--- src/rtl/query_scheduler.sv ---
// query_scheduler: upstream driver for the Collatz query engine.
// Seeds are buffered in a small FIFO; on a slot tick the head seed is issued
// to the engine as a one-cycle strobe, the engine's data stream is tracked
// until end-of-query or timeout, and the outcome is offered on a result port.
//
// Result handshake: oResultValid is high exactly while the FSM sits in REPORT,
// and all oResult* fields are held stable for that whole time. A result is
// transferred on a rising iClk edge where oResultValid && iResultReady; the
// FSM then leaves REPORT on that same edge. The seed port follows the same
// rule: a seed is taken on an edge where iSeedValid && oSeedReady.
module query_scheduler #(
    parameter int BW_QUERY_DATA  = 4,
    parameter int FIFO_DEPTH     = 4,
    parameter int BW_STEP        = 8,
    parameter int TIMEOUT_CYCLES = 32,
    parameter int TICK_GATED     = 1,
    parameter int BW_MISS        = 8
) (
    input  logic                           iClk,
    input  logic                           iRsn,
    // seed push port
    input  logic                           iSeedValid,
    input  logic [BW_QUERY_DATA-1:0]       iSeed,
    output logic                           oSeedReady,
    output logic [$clog2(FIFO_DEPTH):0]    oFifoCount,
    // engine side
    input  logic                           iSlotTick,
    output logic                           oQueryDataEn,
    output logic [BW_QUERY_DATA-1:0]       oQueryData,
    input  logic [BW_QUERY_DATA-1:0]       iQueryData,
    input  logic                           iQueryEnd,
    // result port
    output logic                           oResultValid,
    input  logic                           iResultReady,
    output logic [BW_QUERY_DATA-1:0]       oResultSeed,
    output logic [BW_STEP-1:0]             oResultSteps,
    output logic [BW_QUERY_DATA-1:0]       oResultPeak,
    output logic                           oResultTimeout,
    // status
    output logic                           oBusy,
    output logic [BW_MISS-1:0]             oMissedTicks,
    // debug view of the FSM state (0 IDLE, 1 ISSUE, 2 RUN, 3 REPORT)
    output logic [1:0]                     oState
);

    localparam int PW = $clog2(FIFO_DEPTH);
    localparam int CW = PW + 1;
    localparam logic [CW-1:0]      FULL_COUNT  = CW'(FIFO_DEPTH);
    localparam logic [BW_STEP-1:0] TIMEOUT_VAL = BW_STEP'(TIMEOUT_CYCLES);

    typedef enum logic [1:0] {
        IDLE   = 2'd0,
        ISSUE  = 2'd1,
        RUN    = 2'd2,
        REPORT = 2'd3
    } stateT;

    stateT state;
    stateT nextState;

    // Seed FIFO storage and bookkeeping
    logic [BW_QUERY_DATA-1:0] fifoMem [FIFO_DEPTH];
    logic [PW-1:0]            wrPtr;
    logic [PW-1:0]            rdPtr;
    logic [CW-1:0]            fifoCount;
    logic                     push;
    logic                     pop;

    // Query tracking registers
    logic [BW_QUERY_DATA-1:0] seedReg;
    logic [BW_STEP-1:0]       stepCnt;
    logic [BW_STEP-1:0]       stepInc;
    logic [BW_QUERY_DATA-1:0] peakReg;
    logic [BW_QUERY_DATA-1:0] newPeak;
    logic                     timeoutReg;
    logic [BW_MISS-1:0]       missCnt;

    logic                     issueAllowed;
    logic                     startQuery;

    // Ready depends only on the registered count, so a pop in the same cycle
    // never turns a full FIFO into an accepting one.
    assign oSeedReady = (fifoCount != FULL_COUNT);
    assign oFifoCount = fifoCount;
    assign push       = iSeedValid && oSeedReady;
    assign pop        = startQuery;

    // With gating disabled the scheduler issues as soon as it is idle.
    assign issueAllowed = (TICK_GATED == 0) ? 1'b1 : iSlotTick;

    assign stepInc = stepCnt + BW_STEP'(1);
    assign newPeak = (iQueryData > peakReg) ? iQueryData : peakReg;

    // FIFO storage write; contents need no reset since count gates every read
    always_ff @(posedge iClk) begin
        if (push) begin
            fifoMem[wrPtr] <= iSeed;
        end
    end

    // FIFO pointers and occupancy; pointers wrap naturally (power-of-two depth)
    always_ff @(posedge iClk or negedge iRsn) begin
        if (!iRsn) begin
            wrPtr     <= '0;
            rdPtr     <= '0;
            fifoCount <= '0;
        end else begin
            if (push) begin
                wrPtr <= wrPtr + PW'(1);
            end
            if (pop) begin
                rdPtr <= rdPtr + PW'(1);
            end
            case ({push, pop})
                2'b10:   fifoCount <= fifoCount + CW'(1);
                2'b01:   fifoCount <= fifoCount - CW'(1);
                default: fifoCount <= fifoCount;
            endcase
        end
    end

    // FSM state register
    always_ff @(posedge iClk or negedge iRsn) begin
        if (!iRsn) begin
            state <= IDLE;
        end else begin
            state <= nextState;
        end
    end

    // FSM next-state logic; a tick with an empty FIFO is simply ignored
    always_comb begin
        nextState  = state;
        startQuery = 1'b0;
        case (state)
            IDLE: begin
                if ((fifoCount != '0) && issueAllowed) begin
                    nextState  = ISSUE;
                    startQuery = 1'b1;
                end
            end
            ISSUE: begin
                nextState = RUN;
            end
            RUN: begin
                if (iQueryEnd || (stepInc == TIMEOUT_VAL)) begin
                    nextState = REPORT;
                end
            end
            REPORT: begin
                if (iResultReady) begin
                    nextState = IDLE;
                end
            end
            default: begin
                nextState = IDLE;
            end
        endcase
    end

    // Query datapath: latch the head seed, then accumulate steps and peak.
    // End-of-query has priority over the timeout check in the same cycle.
    always_ff @(posedge iClk or negedge iRsn) begin
        if (!iRsn) begin
            seedReg    <= '0;
            stepCnt    <= '0;
            peakReg    <= '0;
            timeoutReg <= 1'b0;
        end else begin
            if (startQuery) begin
                seedReg <= fifoMem[rdPtr];
            end
            case (state)
                ISSUE: begin
                    stepCnt    <= '0;
                    peakReg    <= '0;
                    timeoutReg <= 1'b0;
                end
                RUN: begin
                    peakReg <= newPeak;
                    if (iQueryEnd) begin
                        timeoutReg <= 1'b0;
                    end else begin
                        stepCnt    <= stepInc;
                        timeoutReg <= (stepInc == TIMEOUT_VAL);
                    end
                end
                default: begin
                    stepCnt    <= stepCnt;
                    peakReg    <= peakReg;
                    timeoutReg <= timeoutReg;
                end
            endcase
        end
    end

    // Missed-tick counter: ticks arriving while a query is in flight, saturating
    always_ff @(posedge iClk or negedge iRsn) begin
        if (!iRsn) begin
            missCnt <= '0;
        end else if (iSlotTick && (state != IDLE) && (missCnt != '1)) begin
            missCnt <= missCnt + BW_MISS'(1);
        end
    end

    // Outputs are decoded from the state register, so an asynchronous reset
    // clears the strobe and result-valid immediately.
    assign oQueryDataEn   = (state == ISSUE);
    assign oQueryData     = oQueryDataEn ? seedReg : '0;
    assign oResultValid   = (state == REPORT);
    assign oResultSeed    = seedReg;
    assign oResultSteps   = stepCnt;
    assign oResultPeak    = peakReg;
    assign oResultTimeout = timeoutReg;
    assign oBusy          = (state != IDLE);
    assign oMissedTicks   = missCnt;
    assign oState         = state;

endmodule
--- config.mk ---
export PLATFORM = sky130hd
export DESIGN_NAME = query_scheduler
export DESIGN_NICKNAME = d
export VERILOG_FILES = /design/src/rtl/query_scheduler.sv
export SDC_FILE = /design/constraint.sdc
export NUM_CORES = 1
export LEC_CHECK = 0
export CAP_MARGIN = 20
export CORE_UTILIZATION = 35
export CTS_CLUSTER_SIZE = 28
export DETAILED_ROUTE_END_ITERATION = 16
export PLACE_DENSITY = 0.59
export SLEW_MARGIN = 20
export SYNTH_ARGS = -nofsm -noshare
export SYNTH_HDL_FRONTEND = slang
export SYNTH_SLANG_ARGS = --single-unit
--- constraint.sdc ---
create_clock -name iClk -period 3.6 [get_ports iClk]
set_input_delay 0.54 -clock iClk [delete_from_list [all_inputs] [get_ports iClk]]
set_output_delay 0.54 -clock iClk [all_outputs]
set_load 0.02 [all_outputs]
After elaboration in Yosys (flattened, before gate mapping)
Memories as Yosys holds them, arrays and structs flattened. A register that Yosys moved wholly into a read port is not among the register bits.
Cells that the tools add are included.
{ "op_classes": {"add_sub_neg": 6, "n_reduce_logical": 14, "bitwise_logic": 0, "shift": 0, "n_eq_ne": 13, "n_div": 0, "muxes": 16, "n_lt_le_gt_ge": 1, "multipliers": 0} }
{ "ops": {"columns": ["operator", "n"], "rows": [
  ["8-bit by 1-bit adder with 8-bit output, second input constant", 2],
  ["8-bit case mux with 2 select lines", 1],
  ["8-bit by 6-bit equality test with 1-bit output, second input constant", 1],
  ["4-bit 2-to-1 mux", 2],
  ["8-bit 2-to-1 mux", 1],
  ["2-bit inequality test, second input constant", 4],
  ["8-bit inequality test, second input constant", 1],
  ["2-bit case mux with 4 select lines", 1],
  ["4-bit case mux with 2 select lines", 1],
  ["2-bit equality test, second input constant", 3],
  ["2-bit 2-to-1 mux", 3],
  ["3-bit case mux with 2 select lines", 1],
  ["2-bit nonzero test", 3],
  ["1-bit 2-to-1 mux", 5],
  ["2-bit by 1-bit adder with 2-bit output, second input constant", 2],
  ["2-bit by 1-bit equality test with 1-bit output, second input constant", 2],
  ["4-bit greater-than comparator", 1],
  ["1-bit logical AND", 4],
  ["2-bit AND reduction", 2],
  ["3-bit by 1-bit adder with 3-bit output, second input constant", 1],
  ["3-bit inequality test, second input constant", 1],
  ["3-bit AND reduction", 1],
  ["3-bit nonzero test", 1],
  ["3-bit by 1-bit subtractor with 3-bit output, second input constant", 1],
  ["other kinds (5)", 5]
]} }
{ "word_totals": {"output_inout_bits": 38, "mem_bits_rw": 16, "memories": 1, "latchBits": 0, "input_bits": 14, "regBits": 30, "mem_bits_ro": 0, "word_cells": 59} }
{ "memory_table": {"columns": ["name", "depth", "word_bits", "rd", "rd_clocked_by_memory_dff", "write_ports", "line", "source"], "rows": [
  ["fifoMem", 4, 4, 1, 1, 1, "62", "logic [BW_QUERY_DATA-1:0] fifoMem [FIFO_DEPTH];"]
]} }

Logic depth before layout (Yosys ltp)
{ "logic_depth": {"word_depth": 6, "mapped_depth": 12, "ltp_nobuf": 11} }

Worst setup path before layout
No wires, ideal clock.
{ "synth_timing": {"path_kind": "reg-to-reg", "start": "reg state[0] (netlist: oState[0])", "end": "reg fifoCount[2] (netlist: oFifoCount[2])", "setup_ps": 80, "required_ps": 3520, "synth_period_minus_slack_ps": 2652, "arrival_ps": 2573, "path_buffers": 1, "path_slack_ps": 948, "stages_incl_launch_ff": 13, "cell_sequence": "dfrtp_1 > inv_1 > ha_1 > inv_1 > or2_2 > clkbuf_1 > inv_1 > ha_1 > inv_1 > fa_1 > xor2_1 > nor2_1 > xor2_1"} }
{ "synth_between": {"elab_chain_len": 4, "elab_cells_between_ends": 6, "cone_classes": "eq/ne (2); mux (2); reduce/logical (2)"} }
{ "synth_rtl": {"columns": ["element", "line", "source"], "rows": [
  ["start, declared", "58", "stateT state;"],
  ["start signal, assigned", "127", "state <= nextState;"],
  ["2-bit logical NOT *", "135", "case (state)"],
  ["1-bit 2-to-1 mux *", "135", null],
  ["net pop", "67", "logic pop;"],
  ["2-bit by 1-bit equality test with 1-bit output / 2-bit equality test (equally long branches)", "114", "case ({push, pop})"],
  ["3-bit case mux with 2 select lines / 2-bit nonzero test (equally long branches)", null, null],
  ["end signal, assigned", "115", "2'b10: fifoCount <= fifoCount + CW'(1);"],
  ["end signal, assigned", "116", "2'b01: fifoCount <= fifoCount - CW'(1);"],
  ["end signal, assigned", "117", "default: fifoCount <= fifoCount;"],
  ["end, declared", "65", "logic [CW-1:0] fifoCount;"]
]} }
The timed path passes the listed nets; every way through them passes the cells marked *.
A chain may end at the register's enable or synchronous reset.

Final worst setup path
{ "layout_timing": {"start": "reg state[1] (netlist: oState[1])", "end": "out oQueryData[0]"} }
{ "layout_between": {"elab_chain_len": 2} }
{ "layout_rtl": {"columns": ["element", "line", "source"], "rows": [
  ["2-bit by 1-bit equality test with 1-bit output", "208", "assign oQueryDataEn = (state == ISSUE);"],
  ["4-bit 2-to-1 mux", "209", "assign oQueryData = oQueryDataEn ? seedReg : '0;"],
  ["end, declared", "29", "output logic [BW_QUERY_DATA-1:0] oQueryData,"]
]} }
No other way between the ends.

==> flow_summary.ini <==
[run_status]
status = finished clean

[layout]
fillers = 715
fin_area_sq_mm = 0.00333
area_growth_pct = 27.8
nNetsFinal = 317
final_common_cell = clkdlybuf4s50_1
instances_no_fill = 385
most-common-layout-cells = clkdlybuf4s50_1, nand2_1, dfrtp_1
diodes = 0
drive_gt1_share_pct = 8.04

[route]
num_vias = 1797
drt-vias-per-instance = 4.67
drt_iter0_drc = 91
drt-total-wl_um = 4960
wire_per_inst_um = 12.9
drt_pass1_iterations = 4
drtAntennaViolNets = 0
drc = 0

[clocking]
cts_tree = yes
post-cts-setup-buffers = 0
clkLatencyLatePin_ps = 310
clockBufferDepth = 2
cts-buffers-inserted = 5
clk_pin_slew_ps = 100
cts_sinks = 50
htreeDepth = 2
root_buffer = clkbuf_8
cts_resized = 0
ctsHoldBuffers = 0

[logic_synthesis]
synth.net_count = 262
synth_top_area_share_pct = 32.6
synth_area_leader_cell = dfrtp_1
yosysWarnings = 0
synth_seq_cells = 50
synth_area_sq_mm = 0.00261
synth-edff-count = 16
avgSynthCellArea_sq_um = 11.3
yosys-top-cells-area = dfrtp_1, edfxtp_1, ha_1
synth_top_flop_cell = dfrtp_1
syn_inst = 230
synth_seq_area_share_pct = 51.0
synth-async-reset-ratio_pct = 68.0
yosysUniqueCellTypes = 45

[placement]
dpl_cell_area_sq_mm = 0.00324
port_buffers = 51
dp.cells = 377
dp_hpwl_um = 3670
place_congestion = 0.720

[floorplanning]
die_h_um = 88.3
dieArea_sq_mm = 0.00780
ios = 52
core_sq_mm = 0.00721
fp.dieW_um = 88.3
row_count = 31
start_util_pct = 36.2

[setup_path]
critPathRequiredTime_ps = 3060
timing.critical_path.from_type = flop
cp_slowest_cell = clkdlybuf4s50_1
max_stage_delay_ps = 600
path_max_fanout = 11
crit_type = flop to output port
crit_chain = inv_1 > ha_1 > and2_1 > clkdlybuf4s50_1
worstPathArrival_ps = 2120
worstSetupEndpointType = output port

[timing]
tns_ps = 0
fin_crit_sh_pct = 73.8
hold_viol_final = 0
rsz0062_at_grt = no
relSlewSlack_pct = 63.4
slew_viol_final = 0
clock_skew_ps = 7.27
tightest_slew_ps = 549
fmax_mhz = 377
period_needed_ps = 2660
setup_violations = 0

[grt]
grt_overflow_total = 0
antenna_found_initial = 0
grt_usage_pct = 14.1
grt_pass1_wl_um = 8410
grt_max_degree = 35
first_global_vias = 1771

[power_and_ir_drop]
p_leak_uw = 0.00140
powerDensity_mw_per_mm2 = 743
ir_worst_vdd_uv = 279

[hold_path]
hp-class = flop to flop

[job]
drv_cap = 0
==> synth_stat cells (all sizes together), types with 2 or more instances <==
library cell	number
nand2	35
dfrtp	34
inv	20
ha	17
edfxtp	16
xnor2	11
o21ai	10
and3	8
nand3	8
xor2	8
and2	6
nand2b	6
mux2i	4
mux4	4
nor2	4
nor2b	4
a311oi	3
clkbuf	3
a21oi	2
mux2	2
nand4	2
o21a	2
o22ai	2
o31ai	2
==> state kept, by name (all words and copies together) (netlist names), 2 cells and up <==
name	count
fifoMem	16
oState	2
oFifoCount	3
oResultSeed	4
oResultPeak	4
rdPtr	2
wrPtr	2
oResultSteps	8
oMissedTicks	8
==> final timing paths <==
check	start	endpoint	slack [ps]	cells past startpoint
min in group asynchronous	iRsn	oResultPeak[1]$_DFFE_PN0P_	620	2
hold / removal	oMissedTicks[6]$_DFFE_PN0P_	oMissedTicks[6]$_DFFE_PN0P_	510	1
max in group asynchronous	iRsn	oMissedTicks[3]$_DFFE_PN0P_	2650	2
setup reg to reg	oState[0]$_DFFE_PN0P_	oFifoCount[2]$_DFFE_PN0P_	1020	11
setup / recovery	oState[1]$_DFFE_PN0P_	oQueryData[0]	940	4
hold reg to reg	oMissedTicks[6]$_DFFE_PN0P_	oMissedTicks[6]$_DFFE_PN0P_	510	1
==> routing by layer <==
layer / vias up / routed length [um] / track usage, %
met2: 31 / 2370 / 23.3
met4: 0 / 59 / 4.99
met5: - / 0 / 0
li1: 901 / - / -
met1: 860 / 2290 / 18.1
met3: 5 / 239 / 3.45
==> where the power goes <==
part	internal [uW]	switching, uW	total [uW]
clock	146	212	358
sequential	762	172	934
combinational	574	609	1180
==> through the flow <==
| stage | hold WS [ps] | setup WS (ps) | total power [uW] | util, % |
|---|---|---|---|---|
| finish | 510 | 944 | 2480 | 46.2 |
| global route | 523 | 804 | 2670 | 46.2 |
| CTS | 504 | 888 | 2520 | 46.2 |
| detailed placement | 490 | 787 | 2150 | 44.8 |
| global placement | 483 | 878 | 2140 | 44.8 |
| floorplan | 244 | 948 | 1680 | - |
==> area by class of cell <==
type,instances,area (sq um),area share [%]
Clock buffer,5,68.8,2.06
Clock inverter,3,28.8,0.863
Inverter,20,75.1,2.25
Tap cell,99,124,3.72
Timing Repair Buffer,52,518,15.5
Multi-Input combinational cell,156,1190,35.6
Sequential cell,50,1330,39.9
==> cells by family (layout without fill, tap and decap cells) <==
group | after synthesis | after routing | synth area share, %
buf+inv | 24 | 80 | 3.45
flops | 50 | 50 | 51.0
simple gates | 81 | 81 | 16.1
mux | 10 | 10 | 5.85
fa+ha+maj | 18 | 18 | 8.92
xor+xnor | 19 | 19 | 6.38
compound gates | 28 | 28 | 8.25
==> worst max-delay path: cells and delay by family (launching register included) <==
| family | cells | cell delay, ps |
|---|---|---|
| AND/OR/NAND/NOR | 1 | 190 |
| buffers and inverters | 2 | 740 |
| flip-flops | 1 | 440 |
| adder cells (fa/ha/maj) | 1 | 440 |
Note: power is estimated with default switching activity, not from simulation.
